**src/rtl/benchmark_pio_arbiter.sv**
```systemverilog
// Round-robin arbiter that serializes per-requester write/set/clear operations
// into single Avalon-MM writes on the benchmark PIO, with a shadow copy of the PIO output.
module benchmark_pio_arbiter #(
    parameter int NUM_REQ = 4,
    parameter int CNT_W   = 16
) (
    input  logic                   clk,
    input  logic                   reset_n,
    input  logic [NUM_REQ-1:0]     req_valid,
    input  logic [2*NUM_REQ-1:0]   req_op,
    input  logic [8*NUM_REQ-1:0]   req_data,
    output logic [NUM_REQ-1:0]     req_ack,
    output logic                   req_err,
    output logic [2:0]             avm_address,
    output logic                   avm_chipselect,
    output logic                   avm_write_n,
    output logic [31:0]            avm_writedata,
    input  logic                   avm_waitrequest,
    output logic [7:0]             shadow_out,
    output logic                   busy,
    output logic [CNT_W-1:0]       write_count
);

    localparam int IDX_W = (NUM_REQ > 1) ? $clog2(NUM_REQ) : 1;
    localparam logic [IDX_W-1:0] LAST_IDX = IDX_W'(NUM_REQ - 1);

    localparam logic [1:0] OP_WRITE = 2'b00;
    localparam logic [1:0] OP_SET   = 2'b01;
    localparam logic [1:0] OP_CLEAR = 2'b10;
    localparam logic [1:0] OP_RSVD  = 2'b11;

    typedef enum logic [1:0] {
        IDLE  = 2'b00,
        WRITE = 2'b01,
        ACK   = 2'b10
    } state_t;

    state_t                 state_reg, state_next;
    logic [IDX_W-1:0]       grant_reg, grant_next;
    logic [IDX_W-1:0]       last_grant_reg, last_grant_next;
    logic [1:0]             op_reg, op_next;
    logic [7:0]             data_reg, data_next;
    logic [7:0]             shadow_reg, shadow_next;
    logic [CNT_W-1:0]       count_reg, count_next;
    logic [NUM_REQ-1:0]     ack_reg, ack_next;
    logic                   err_reg, err_next;
    logic                   cs_reg, cs_next;
    logic                   wn_reg, wn_next;
    logic [2:0]             addr_reg, addr_next;
    logic [31:0]            wdata_reg, wdata_next;

    logic [1:0]             op_arr   [NUM_REQ];
    logic [7:0]             data_arr [NUM_REQ];
    logic                   win_found;
    logic [IDX_W-1:0]       win_idx;

    generate
        for (genvar gi = 0; gi < NUM_REQ; gi++) begin : g_unpack
            assign op_arr[gi]   = req_op[2*gi +: 2];
            assign data_arr[gi] = req_data[8*gi +: 8];
        end
    endgenerate

    function automatic logic [IDX_W-1:0] rr_index(input logic [IDX_W-1:0] base, input int off);
        int sum;
        sum = int'(base) + off;
        return IDX_W'(sum % NUM_REQ);
    endfunction

    function automatic logic [2:0] op_address(input logic [1:0] op);
        logic [2:0] addr;
        case (op)
            OP_SET:   addr = 3'd4;
            OP_CLEAR: addr = 3'd5;
            default:  addr = 3'd0;
        endcase
        return addr;
    endfunction

    // Search upward from the requester after the last winner, wrapping around.
    always_comb begin
        win_found = 1'b0;
        win_idx   = '0;
        for (int i = 1; i <= NUM_REQ; i++) begin
            if (!win_found && req_valid[rr_index(last_grant_reg, i)]) begin
                win_found = 1'b1;
                win_idx   = rr_index(last_grant_reg, i);
            end
        end
    end

    always_comb begin
        state_next      = state_reg;
        grant_next      = grant_reg;
        last_grant_next = last_grant_reg;
        op_next         = op_reg;
        data_next       = data_reg;
        shadow_next     = shadow_reg;
        count_next      = count_reg;
        ack_next        = '0;
        err_next        = 1'b0;
        cs_next         = cs_reg;
        wn_next         = wn_reg;
        addr_next       = addr_reg;
        wdata_next      = wdata_reg;

        case (state_reg)
            IDLE: begin
                if (win_found) begin
                    grant_next      = win_idx;
                    last_grant_next = win_idx;
                    op_next         = op_arr[win_idx];
                    data_next       = data_arr[win_idx];
                    if (op_arr[win_idx] == OP_RSVD) begin
                        // Reserved ops never touch the bus; complete with an error flag.
                        state_next        = ACK;
                        ack_next[win_idx] = 1'b1;
                        err_next          = 1'b1;
                    end else begin
                        state_next = WRITE;
                        cs_next    = 1'b1;
                        wn_next    = 1'b0;
                        addr_next  = op_address(op_arr[win_idx]);
                        wdata_next = {24'h0, data_arr[win_idx]};
                    end
                end
            end
            WRITE: begin
                if (!avm_waitrequest) begin
                    case (op_reg)
                        OP_WRITE: shadow_next = data_reg;
                        OP_SET:   shadow_next = shadow_reg | data_reg;
                        OP_CLEAR: shadow_next = shadow_reg & ~data_reg;
                        default:  shadow_next = shadow_reg;
                    endcase
                    count_next          = count_reg + CNT_W'(1);
                    cs_next             = 1'b0;
                    wn_next             = 1'b1;
                    addr_next           = 3'd0;
                    wdata_next          = 32'h0;
                    ack_next[grant_reg] = 1'b1;
                    state_next          = ACK;
                end
            end
            ACK: begin
                state_next = IDLE;
            end
            default: begin
                state_next = IDLE;
            end
        endcase
    end

    always_ff @(posedge clk or negedge reset_n) begin
        if (!reset_n) begin
            state_reg      <= IDLE;
            grant_reg      <= '0;
            last_grant_reg <= LAST_IDX;
            op_reg         <= 2'b00;
            data_reg       <= 8'h00;
            shadow_reg     <= 8'h00;
            count_reg      <= '0;
            ack_reg        <= '0;
            err_reg        <= 1'b0;
            cs_reg         <= 1'b0;
            wn_reg         <= 1'b1;
            addr_reg       <= 3'd0;
            wdata_reg      <= 32'h0;
        end else begin
            state_reg      <= state_next;
            grant_reg      <= grant_next;
            last_grant_reg <= last_grant_next;
            op_reg         <= op_next;
            data_reg       <= data_next;
            shadow_reg     <= shadow_next;
            count_reg      <= count_next;
            ack_reg        <= ack_next;
            err_reg        <= err_next;
            cs_reg         <= cs_next;
            wn_reg         <= wn_next;
            addr_reg       <= addr_next;
            wdata_reg      <= wdata_next;
        end
    end

    assign req_ack        = ack_reg;
    assign req_err        = err_reg;
    assign avm_address    = addr_reg;
    assign avm_chipselect = cs_reg;
    assign avm_write_n    = wn_reg;
    assign avm_writedata  = wdata_reg;
    assign shadow_out     = shadow_reg;
    assign write_count    = count_reg;
    assign busy           = (state_reg != IDLE);

endmodule
```
**config.mk**
```make
export PLATFORM = sky130hd
export DESIGN_NAME = benchmark_pio_arbiter
export DESIGN_NICKNAME = d
export VERILOG_FILES = /design/src/rtl/benchmark_pio_arbiter.sv
export SDC_FILE = /design/constraint.sdc
export NUM_CORES = 1
export LEC_CHECK = 0
export ABC_AREA = 1
export ABC_CLOCK_PERIOD_IN_PS = 8800
export BUFFER_PORTS_ARGS = -buffer_cell sky130_fd_sc_hd__buf_2
export CAP_MARGIN = 20
export CELL_PAD_IN_SITES_DETAIL_PLACEMENT = 2
export CELL_PAD_IN_SITES_GLOBAL_PLACEMENT = 2
export CORE_MARGIN = 5
export CORE_UTILIZATION = 29
export CTS_BUF_LIST = sky130_fd_sc_hd__clkbuf_8 sky130_fd_sc_hd__clkbuf_16
export DETAILED_ROUTE_END_ITERATION = 7
export PLACE_DENSITY = 0.93
export SETUP_SLACK_MARGIN = 0.4
export SKIP_CTS_REPAIR_TIMING = 1
export SLEW_MARGIN = 20
export SYNTH_ARGS = -nofsm -noshare
export SYNTH_HDL_FRONTEND = slang
export SYNTH_SLANG_ARGS = --single-unit
```
**constraint.sdc**
```tcl
create_clock -name clk -period 8.8 [get_ports clk]
set_clock_uncertainty 0.15 [all_clocks]
set_input_delay 0.44 -clock clk [delete_from_list [all_inputs] [get_ports clk]]
set_output_delay 0.44 -clock clk [all_outputs]
set_load 0.02 [all_outputs]
```
==> out/results.txt <==
Routed len/inst: 16.2 µm
Die area: 13500 µm²
Largest area contributor in the netlist: dfrtp_1
Number of fill cells in the layout: 1303
Final #Nets: 575
Total core area: 11000 µm²
Vias in the first global route: 3497
Largest net degree at the start of global routing: 58
Most common cell in the netlist: nand2_1
Synth Area in XOR/XNOR: 0.0401
DRC errors left: 0
Switching share of power: 0.508
Final Critical Period: 3.85 ns
Grt ovf: 0
Setup TNS: 0 ns
Worst setup EP type: flop
Period utilization: 0.438
Unrepaired setup endpoints after global routing: no
Compound-Gate Fraction of Synth Area: 0.0649
Max reg flops: 16
Synth Warn #: 0
CTS tree: built
Final Util: 0.369
CTS sink count: 57
Endpoints failing setup: 0
CP Data Required Time: 8.82 ns
Antenna cell count: 0
Max-cap violations: 0
Startpoint Class: flop
GRT Util Overall: 0.165
Synth top area share: 0.412
Clk slew on worst S/H paths: 0.06 ns
Final slew viol count: 0
Post-Route WL: 10800 µm
Seq pwr share: 0.238
Drt initial violations: 83
1st-pass router iterations: 4
Slew @ Worst Pin: 0.873 ns
Mux cell area share after synthesis: 0
#FFs+latches synth: 57
Async SR Flop Fraction: 1.00
Leakage: 2.33 nW
P&R area growth vs syn: 23.6%
Die Height: 116 µm
DR vias/cell: 4.62
Max VDD drop: 0.000126 V
Arr. time, crit path: 3.88 ns
First-pass GRT wire length: 17400 µm
Worst rel slew slack: 0.416
Layout cells sized above 1: 0.233
Final instance area: 4050 µm²
Simple-gate share of the synthesized area: 0.311
Cts bufs inserted: 9
Top post-synthesis cells by area: dfrtp_1 41%, nand2_1 20%, buf_4 6.4%
Core Rows: 38
Starting Density: 0.298
DP Area: 3720 µm²
Critical path class: reg2reg
Combinational cell fraction of total power: 0.554
Min Hold Slack: 0.110 ns
Overall die width: 116 µm
Yosys cell types: 30
Deepest clock path buffer count: 2
Synthesized area: 3280 µm²
Status: complete, no violations
Port Buffers: 88
Synth top cells by count: 173 x nand2_1, 54 x dfrtp_1, 34 x nand3_1
Fmax: 259 MHz
Antenna violations before repair: 0
Detailed Place HPWL: 8470 µm
Mean Syn Cell Area: 7.52 µm²
CP Max Fanout: 23
IO Pins: 114
EDFF count, synth: 0
Syn Inst Count: 436
Root buf cell: clkbuf_16
Adder-cell share of the synthesized area: 0.0229
Most frequently used flop master after synthesis: dfrtp_1
Sw Pwr: 942 µW
Final ANT Viol Nets: 0
Main combinational cell family by area after synthesis: simple AND/OR/NAND/NOR gates
Clock power frac: 0.208
Hold Path Class: in2async
Post-synthesis sequential area ratio: 0.436
GPL Wtd Cong: 0.787
Pwr per Cell Area: 458 nW/µm²
Final hold vios: 0
Clock latency at the later pin of the worst-skew pair: 0.33 ns
H-tree levels: 3
Internal: 913 µW
Vias: 3081
-- worst paths after layout --
path	from	endpoint	slack [ns]	depth (start not counted)
worst min register to register	grant_reg[1]	req_ack[0]	0.34	1
worst min-delay path	reset_n	write_count[3]	0.11	2
worst max-delay path	last_grant_reg[0]	avm_address[2]	4.95	21
max in group asynchronous	reset_n	avm_writedata[1]	7.90	2
min in group clk	avm_waitrequest	state_reg[0]	0.28	3
worst max register to register	last_grant_reg[0]	avm_address[2]	4.95	21
-- cells in the final DEF (no fill, tap or decap), drive strengths merged --
master,netlist,final
and3,1,1
nand3b,2,2
inv,35,35
xor2,10,10
nor3,1,1
ha,6,6
buf,36,89
nand4,2,2
and2,1,1
clkinv,0,2
clkbuf,2,11
dfrtp,54,54
a21oi,2,2
nand3,36,36
dfstp,3,3
nor2,26,26
xnor2,5,5
o21ai,26,26
nand2,178,178
clkinvlp,0,1
conb,1,25
bufinv,0,2
a22o,1,1
o211ai,8,8
-- power groups by stage --
stage          sequential (mW)  clock (mW)  combinational (mW)
2_1_floorplan            0.492           0               0.709
3_3_place_gp             0.440           0               0.949
3_5_place_dp             0.448           0                1.03
4_1_cts                  0.445       0.393                1.05
5_1_grt                  0.456       0.407                1.17
6_report                 0.442       0.386                1.03
-- cell type report --
cell class	instances	area [µm²]	area share
Sequential cell	57	1430	0.353
Tap cell	140	175	0.0432
Inverter	35	134	0.0330
Timing Repair Buffer	89	448	0.111
Multi-Input combinational cell	330	1530	0.379
Clock inverter	5	77.6	0.0191
Clock buffer	11	253	0.0624
-- metal layers --
layer	track usage	vias up	wire length (µm)
met5	0	-	0
met4	0.0580	0	252
met3	0.0383	21	513
met2	0.289	87	5420
met1	0.197	1485	4650
li1	-	1488	-
-- kinds of logic (layout without fill, tap and decap cells) --
group / Yosys count / after routing
and+or+nand+nor: 247 / 247
other: 1 / 25
adders and majority gates: 6 / 6
AOI/OAI and AO/OA: 37 / 37
xor gates and xnor gates: 15 / 15
buffers and inverters: 73 / 140
DFF: 57 / 57
-- metrics by stage --
step | worst slack, ns | cells | power [mW]
floorplan | 6.03 | 460 | 1.20
global placement | 5.32 | 651 | 1.39
detailed placement | 4.94 | 651 | 1.48
CTS | 4.92 | 667 | 1.89
global route | 4.57 | 667 | 2.03
finish | 4.95 | 667 | 1.86
-- worst max-delay path, cell delays in order (launching register included) --
cell and delay (ns):
dfstp_2 0.62, inv_4 0.08, nand2_1 0.07, nand2_1 0.10, nand2_1 0.09, nand2_1 0.07, nand2_1 0.09, nand2_1 0.06
nand2_1 0.05, nand2_1 0.39, nand2_2 0.52, nand2_1 0.10, nand2_1 0.08, nand2_1 0.07, and2_1 0.21, ha_1 0.22
nor2_1 0.11, nand2_1 0.14, nand2_1 0.17, inv_2 0.12, nand2_1 0.07, o21ai_0 0.13
(Power assumes the default switching activity.)
